### src/rtl/alu_scheduler.sv
// Arbitrates two requesters onto one external combinational 8-bit ALU, one transaction in flight.
// Define ALU_SCHED_RR_EN for round-robin arbitration; otherwise requester 0 has fixed priority.
module alu_scheduler #(
  parameter int unsigned EXEC_CYCLES = 2
) (
  input  logic       clk,
  input  logic       rst_n,
  input  logic       req0_valid,
  output logic       req0_ready,
  input  logic [7:0] req0_a,
  input  logic [7:0] req0_b,
  input  logic       req0_cin,
  input  logic [2:0] req0_op,
  input  logic       req1_valid,
  output logic       req1_ready,
  input  logic [7:0] req1_a,
  input  logic [7:0] req1_b,
  input  logic       req1_cin,
  input  logic [2:0] req1_op,
  output logic [7:0] alu_a,
  output logic [7:0] alu_b,
  output logic       alu_cin,
  output logic [2:0] alu_opcode,
  input  logic [7:0] alu_res,
  input  logic       alu_cout,
  input  logic       alu_zero,
  input  logic       alu_sign,
  input  logic       alu_overflow,
  output logic       resp_valid,
  input  logic       resp_ready,
  output logic       resp_id,
  output logic [7:0] resp_res,
  output logic       resp_cout,
  output logic       resp_zero,
  output logic       resp_sign,
  output logic       resp_overflow
);

  typedef enum logic [1:0] {StIdle, StExec, StResp} state_e;

  state_e     state_q, state_d;
  logic [3:0] cnt_q, cnt_d;
  logic [7:0] op_a_q, op_a_d;
  logic [7:0] op_b_q, op_b_d;
  logic       op_cin_q, op_cin_d;
  logic [2:0] op_code_q, op_code_d;
  logic       op_id_q, op_id_d;
  logic       resp_valid_q, resp_valid_d;
  logic       resp_id_q, resp_id_d;
  logic [7:0] resp_res_q, resp_res_d;
  logic       resp_cout_q, resp_cout_d;
  logic       resp_zero_q, resp_zero_d;
  logic       resp_sign_q, resp_sign_d;
  logic       resp_ovf_q, resp_ovf_d;

  logic       any_req;
  logic       gnt_id;
  logic       accept;

  assign any_req = req0_valid | req1_valid;
  assign accept  = (state_q == StIdle) && any_req;

`ifdef ALU_SCHED_RR_EN
  // prio_q names the requester that wins the next simultaneous request.
  logic prio_q, prio_d;

  always_comb begin
    gnt_id = req0_valid ? 1'b0 : 1'b1;
    if (req0_valid && req1_valid) begin
      gnt_id = prio_q;
    end
    prio_d = accept ? ~gnt_id : prio_q;
  end

  always_ff @(posedge clk or negedge rst_n) begin
    if (!rst_n) begin
      prio_q <= 1'b0;
    end else begin
      prio_q <= prio_d;
    end
  end
`else
  assign gnt_id = req0_valid ? 1'b0 : 1'b1;
`endif

  // Ready is gated by rst_n so it drops the instant reset asserts.
  assign req0_ready = rst_n && accept && !gnt_id;
  assign req1_ready = rst_n && accept && gnt_id;

  always_comb begin
    state_d      = state_q;
    cnt_d        = cnt_q;
    op_a_d       = op_a_q;
    op_b_d       = op_b_q;
    op_cin_d     = op_cin_q;
    op_code_d    = op_code_q;
    op_id_d      = op_id_q;
    resp_valid_d = resp_valid_q;
    resp_id_d    = resp_id_q;
    resp_res_d   = resp_res_q;
    resp_cout_d  = resp_cout_q;
    resp_zero_d  = resp_zero_q;
    resp_sign_d  = resp_sign_q;
    resp_ovf_d   = resp_ovf_q;

    unique case (state_q)
      StIdle: begin
        if (accept) begin
          op_a_d    = gnt_id ? req1_a : req0_a;
          op_b_d    = gnt_id ? req1_b : req0_b;
          op_cin_d  = gnt_id ? req1_cin : req0_cin;
          op_code_d = gnt_id ? req1_op : req0_op;
          op_id_d   = gnt_id;
          cnt_d     = 4'(EXEC_CYCLES - 1);
          state_d   = StExec;
        end
      end
      StExec: begin
        if (cnt_q == 4'd0) begin
          resp_valid_d = 1'b1;
          resp_id_d    = op_id_q;
          resp_res_d   = alu_res;
          // Carry is only meaningful for add/sub.
          resp_cout_d  = (op_code_q == 3'b000 || op_code_q == 3'b001) ? alu_cout : 1'b0;
          resp_zero_d  = alu_zero;
          resp_sign_d  = alu_sign;
          resp_ovf_d   = alu_overflow;
          state_d      = StResp;
        end else begin
          cnt_d = cnt_q - 4'd1;
        end
      end
      StResp: begin
        if (resp_ready) begin
          resp_valid_d = 1'b0;
          state_d      = StIdle;
        end
      end
      default: state_d = StIdle;
    endcase
  end

  always_ff @(posedge clk or negedge rst_n) begin
    if (!rst_n) begin
      state_q      <= StIdle;
      cnt_q        <= 4'd0;
      op_a_q       <= 8'd0;
      op_b_q       <= 8'd0;
      op_cin_q     <= 1'b0;
      op_code_q    <= 3'd0;
      op_id_q      <= 1'b0;
      resp_valid_q <= 1'b0;
      resp_id_q    <= 1'b0;
      resp_res_q   <= 8'd0;
      resp_cout_q  <= 1'b0;
      resp_zero_q  <= 1'b0;
      resp_sign_q  <= 1'b0;
      resp_ovf_q   <= 1'b0;
    end else begin
      state_q      <= state_d;
      cnt_q        <= cnt_d;
      op_a_q       <= op_a_d;
      op_b_q       <= op_b_d;
      op_cin_q     <= op_cin_d;
      op_code_q    <= op_code_d;
      op_id_q      <= op_id_d;
      resp_valid_q <= resp_valid_d;
      resp_id_q    <= resp_id_d;
      resp_res_q   <= resp_res_d;
      resp_cout_q  <= resp_cout_d;
      resp_zero_q  <= resp_zero_d;
      resp_sign_q  <= resp_sign_d;
      resp_ovf_q   <= resp_ovf_d;
    end
  end

  assign alu_a         = op_a_q;
  assign alu_b         = op_b_q;
  assign alu_cin       = op_cin_q;
  assign alu_opcode    = op_code_q;
  assign resp_valid    = resp_valid_q;
  assign resp_id       = resp_id_q;
  assign resp_res      = resp_res_q;
  assign resp_cout     = resp_cout_q;
  assign resp_zero     = resp_zero_q;
  assign resp_sign     = resp_sign_q;
  assign resp_overflow = resp_ovf_q;

endmodule

### config.mk
export PLATFORM = sky130hd
export DESIGN_NAME = alu_scheduler
export DESIGN_NICKNAME = d
export VERILOG_FILES = /design/src/rtl/alu_scheduler.sv
export SDC_FILE = /design/constraint.sdc
export NUM_CORES = 1
export LEC_CHECK = 0
export CELL_PAD_IN_SITES_DETAIL_PLACEMENT = 2
export CELL_PAD_IN_SITES_GLOBAL_PLACEMENT = 2
export CORE_MARGIN = 3
export CORE_UTILIZATION = 25
export DETAILED_ROUTE_END_ITERATION = 10
export GPL_TIMING_DRIVEN = 0
export PLACE_DENSITY_LB_ADDON = 0.1
export SYNTH_ARGS = -nofsm -noshare
export SYNTH_HDL_FRONTEND = slang
export SYNTH_SLANG_ARGS = --single-unit
### constraint.sdc
create_clock -name clk -period 2.6 [get_ports clk]
set_input_delay 0.52 -clock clk [delete_from_list [all_inputs] [get_ports clk]]
set_output_delay 0.52 -clock clk [all_outputs]
set_load 0.02 [all_outputs]
---- Word-level counts from Yosys, hierarchy flattened ----
Cells that the tools add are included.
W data, S select, Z words.
word-level totals
  flip-flop bits (word level) ............. 41
  bits in latches ......................... 0
  bits in writable memories ............... 0
  ROM bits ................................ 0
  input bits .............................. 57
  output and inout bits ................... 36
  word-level logic and storage cells ...... 54
  memories ................................ 0
operators by class
  $add $sub $neg .......................... 1
  $mul .................................... 0
  divide/modulo/power cells ............... 0
  order comparisons ....................... 0
  eq/ne operators ......................... 7
  shift-type cells ........................ 0
  muxes and demuxes ....................... 16
  bitwise operators ....................... 1
  reduce and logical (&&, ||, !) cells .... 15
operator list
  cell                   number
  $mux W8                2
  $reduce_and A3 Y1      3
  $mux W4                2
  $ne A2 B2 Y1 const B   4
  $pmux W4 S2            1
  $mux W2                3
  $pmux W2 S3            1
  $mux W1                5
  $logic_and A1 B1 Y1    4
  $logic_not A4 Y1       1
  $reduce_and A2 Y1      2
  $reduce_bool A2 Y1     2
  $sub A4 B1 Y4 const B  1
  $eq A3 B1 Y1 const B   1
  $logic_not A3 Y1       1
  $mux W3                1
  $eq A2 B1 Y1 const B   1
  $eq A2 B2 Y1 const B   1
  $logic_not A2 Y1       1
  $pmux W1 S2            1
  $logic_or A1 B1 Y1     1
  $or A1 B1 Y1           1

---- Logic depth before layout (Yosys ltp) ----
Gate-level depths: netlist (run 1).
  depth in word-level cells ............... 4
  gate-level depth with buffers ........... 7
  gate-level depth less buffers ........... 5

---- Worst setup path after synthesis (run 1) ----
Ideal clock, no wire load.
  path kind ............................... in2out
  from .................................... in req0_valid
  to ...................................... out req1_ready
  data arrival time ....................... 1.398 ns
  required time ........................... 2.080 ns
  setup slack ............................. 0.682 ns
  stages .................................. 4
  path buffers ............................ 1
  cells stage by stage .................... or2_1 -> clkbuf_1 -> nand2_1 -> nor3b_1
between the ends
  word-level cells in the longest chain between the ends .. 4
  elaborated cells between the ends (all ways) .. 5
  classes of those cells .................. mux: 1; bitwise: 1; reduce/logical: 3
ends and longest elaborated chain
  what                   line  source
  start: declaration     8     input logic req0_valid,
  $or A1 B1 Y1           60    assign any_req = req0_valid | req1_valid;
  $logic_and A1 B1 Y1    61    assign accept = (state_q == StIdle) && any_req;
  $logic_and A1 B1 Y1    88    assign req1_ready = rst_n && accept && gnt_id;
  $logic_and A1 B1 Y1 *  88
  end: declaration       15    output logic req1_ready,
Mark *: on every way between the ends. The rest lies on a longest branch, timed or not.

---- Worst setup path after layout (run 1) ----
  from .................................... reg state_q[1]
  to ...................................... out req0_ready
between the ends
  word-level cells in the longest chain between the ends .. 4
ends and longest elaborated chain
  what                              line  source
  start: declaration                41    state_e state_q, state_d;
  start signal: assignment          145   state_q <= StIdle;
  start signal: assignment          160   state_q <= state_d;
  $logic_not A2 Y1                  61
  $logic_and A1 B1 Y1               61
  $logic_and A1 B1 Y1 (2 in a row)  87    assign req0_ready = rst_n && accept && !gnt_id;
  end: declaration                  9     output logic req0_ready,
No other way between the ends.

==> impl_metrics.env, run 1 <==
export IMPL_synth_edf_count=0
export IMPL_final_max_slew_viol_count=0
export IMPL_p_seq_share_pct=31.7
export IMPL_track_usage_pct=14.5
export IMPL_synth_area_top_cells="dfrtp_1 (53%), a211oi_1 (8.1%), nor2_1 (8.1%)"
export IMPL_dieArea_sq_um=8830
export IMPL_ys_seq_area_share_pct=53.0
export IMPL_drt_initial_drc_count=16
export IMPL_combPwrFrac_pct=56.8
export IMPL_routed_wl_mm=6.14
export IMPL_period_needed_ns=2.44
export IMPL_netlist_area_sq_um=1940
export IMPL_overflow=0
export IMPL_path_cells="nor2_4, clkbuf_4, and3_1, clkdlybuf4s50_1"
export IMPL_synth_top_area_cell="dfrtp_1"
export IMPL_cts_buffer_depth=2
export IMPL_layout_drive_gt1_share_pct=16.0
export IMPL_io_buffer_count=92
export IMPL_worstPathArrival_ns=1.92
export IMPL_worstHoldPathType="input port to asynchronous set/reset pin"
export IMPL_yosysUniqueCellTypes=31
export IMPL_die_w_um=94.0
export IMPL_initial_utilization_pct=26.3
export IMPL_fmax_mhz=409
export IMPL_synth_top_family_by_area="compound AO/OA/AOI/OAI gates"
export IMPL_placed_cells=373
export IMPL_cts_max_level=2
export IMPL_stdcell_count=381
export IMPL_worstMarginPinSlew_ns=0.551
export IMPL_vias=1789
export IMPL_final_nets=339
export IMPL_syn_to_final_growth_pct=60.8
export IMPL_core_area_sq_um=7370
export IMPL_muxShareOfSynthArea_pct=9.70
export IMPL_cap_violations=0
export IMPL_cts_clk_slew_worst_paths_ns=0.09
export IMPL_synthXorXnorAreaFrac_pct=0
export IMPL_clk_latency_ns=0.30
export IMPL_leakage_nw=1.28
export IMPL_avgSynthCellArea_sq_um=10.7
export IMPL_ir_drop_mv=0.333
export IMPL_finalCritPeriodShare_pct=94.0
export IMPL_ys_async_sr_fraction_pct=100
export IMPL_cts_setup_buffers=0
export IMPL_grt_max_degree=23
export IMPL_fin_skew_ns=0.00904
export IMPL_die_y_um=94.0
export IMPL_first_pass_iters=2
export IMPL_place_ws_ns=-0.480
export IMPL_yosys_area_share_simple_pct=14.6
export IMPL_total_power_w=0.00363
export IMPL_switchingPower_w=0.00144
export IMPL_relSlewSlack_pct=63.3
export IMPL_numCtsBuffers=5
export IMPL_setup_worst_path_start_class="register"
export IMPL_slowest_stage="clkdlybuf4s50_1"
export IMPL_yosysWarnings=0
export IMPL_power_internal_w=0.00220
export IMPL_hold_viol_final=0
export IMPL_place_congestion=0.733
export IMPL_hold_buffers=0
export IMPL_synth_top_area_share_pct=53.0
export IMPL_cp_data_required_time_ns=2.08
export IMPL_dp_hpwl_mm=4.62
export IMPL_crit_buf_inv=2
export IMPL_rows=31
export IMPL_clkPwrFrac_pct=11.5
export IMPL_ys_flop_type="dfrtp_1"
export IMPL_crit_family="buffers and inverters"
export IMPL_synthAdderAreaFrac_pct=0.646
export IMPL_antenna_cells=0
export IMPL_cts_root_buf="clkbuf_8"
export IMPL_status="finished, final reports clean"
export IMPL_cts_tree="done"
export IMPL_antenna_left=0
export IMPL_cp_end_kind="output port"
export IMPL_wl_per_cell_um=16.1
export IMPL_grt_pass1_vias=1869
export IMPL_io_pins=93
export IMPL_antenna_found_initial=0
export IMPL_ys_seq_elements=41
export IMPL_crit_fanout=10
export IMPL_grt_first_pass_wirelength_mm=9.88
export IMPL_viasPerCell=4.70
export IMPL_drcViolationCount=0
export IMPL_whs_ns=0.141
export IMPL_power_density_nw_per_um2=1170
export IMPL_swShare_pct=39.5
export IMPL_setup_viol=0
export IMPL_netlist_instances=181
export IMPL_numClockSinks=41
export IMPL_syn_num_nets=239
export IMPL_slowest_delay_ns=0.60
export IMPL_grt_setup_unrepaired="false"
export IMPL_synth_compound_area_share_pct=16.7
export IMPL_crit_type="register to output port"
export IMPL_fin_ws_ns=0.156
## worst paths after layout
check,from,endpoint,slack [ns],depth (start not counted)
worst min-delay path,rst_n,state_q[1],0.14,1
worst max register to register,cnt_q[0],resp_sign,0.81,7
worst min register to register,op_id_q,op_id_q,0.50,1
worst max-delay path,state_q[1],req0_ready,0.16,4
min in group clk,op_id_q,op_id_q,0.50,1
max in group asynchronous,rst_n,alu_b[7],2.04,2
## registers in the layout, indices dropped and copies added, names as in the netlist, 2 cells and up
register / count
state_q: 2
alu_b: 8
alu_a: 8
cnt_q: 4
resp_res: 8
alu_opcode: 3
## cells in the final DEF (no fill, tap or decap), types with 3 or more instances in the layout
cell             count
dfrtp_1             41
clkbuf_4             3
clkbuf_1             3
inv_1                3
a21oi_1             21
clkbuf_8             5
mux2_2               6
mux2_4               8
nor2_1              41
a211oi_1            21
clkdlybuf4s50_1     89
buf_2                6
## what timing repair did
| item | 4_1_cts | 5_1_grt |
|---|---|---|
| gates resized for setup | 9 | 5 |
| endpoints found under the setup margin | 2 | 2 |
| pin swaps | 0 | 0 |
## Yosys cell counts, types with 2 or more instances
| cell type | instances |
|---|---|
| a211oi_1 | 21 |
| a21oi_1 | 21 |
| a31o_2 | 2 |
| buf_2 | 6 |
| buf_6 | 2 |
| clkbuf_1 | 5 |
| dfrtp_1 | 41 |
| inv_1 | 3 |
| mux2_2 | 6 |
| mux2_4 | 8 |
| nand2_1 | 2 |
| nand2b_1 | 2 |
| nor2_1 | 42 |
| nor3b_1 | 2 |
| o21ai_0 | 2 |
## metrics by stage
step                      utilization [%]  TNS (ns)  cell area (sq um)
after global placement               40.4    -13.74               2980
after floorplan                         -         0               1940
after detailed placement             40.7    -0.846               3000
after global routing                 42.2         0               3110
after CTS                            42.0         0               3100
final                                42.2         0               3110
## area by class of cell
type,count,area (sq um)
fillers,816,4260
inverters,3,11.3
clock buffers,5,68.8
multi-input cells,123,820
well taps,99,124
flip-flops and latches,41,1030
clock inverters,3,17.5
plain buffers,14,98.8
repair buffers,93,946
## logic make-up (layout without fill, tap and decap cells)
family	after synthesis	after routing
simple gates	58	58
compound gates	50	50
flops	41	41
buf+inv	17	118
mux	14	14
fa+ha+maj	1	1
## power by group through the flow
stage          logic, W  clock network (W)  registers (W)
3_5_place_dp    0.00208                  0        0.00116
5_1_grt         0.00224           0.000470        0.00120
3_3_place_gp    0.00204                  0        0.00114
6_report        0.00206           0.000420        0.00115
4_1_cts         0.00209           0.000435        0.00115
2_1_floorplan  0.000864                  0        0.00146
## per-layer routing
layer,part of all wire [%],routed length [um],track usage (%),vias up
met1,41,2530,17.4,892
met4,0.96,59,3.25,0
li1,-,-,-,833
met3,7.9,483,5.93,8
met2,50,3060,24.1,56
met5,0,0,0,-
Power figures use the tool's default switching activity.
==> run 2: changes to the inputs <==
Settings changed: HOLD_SLACK_MARGIN from default to 0.06.
==> results of run 2 <==
No change in the layout: final DEF, timing and power equal those of run 1.
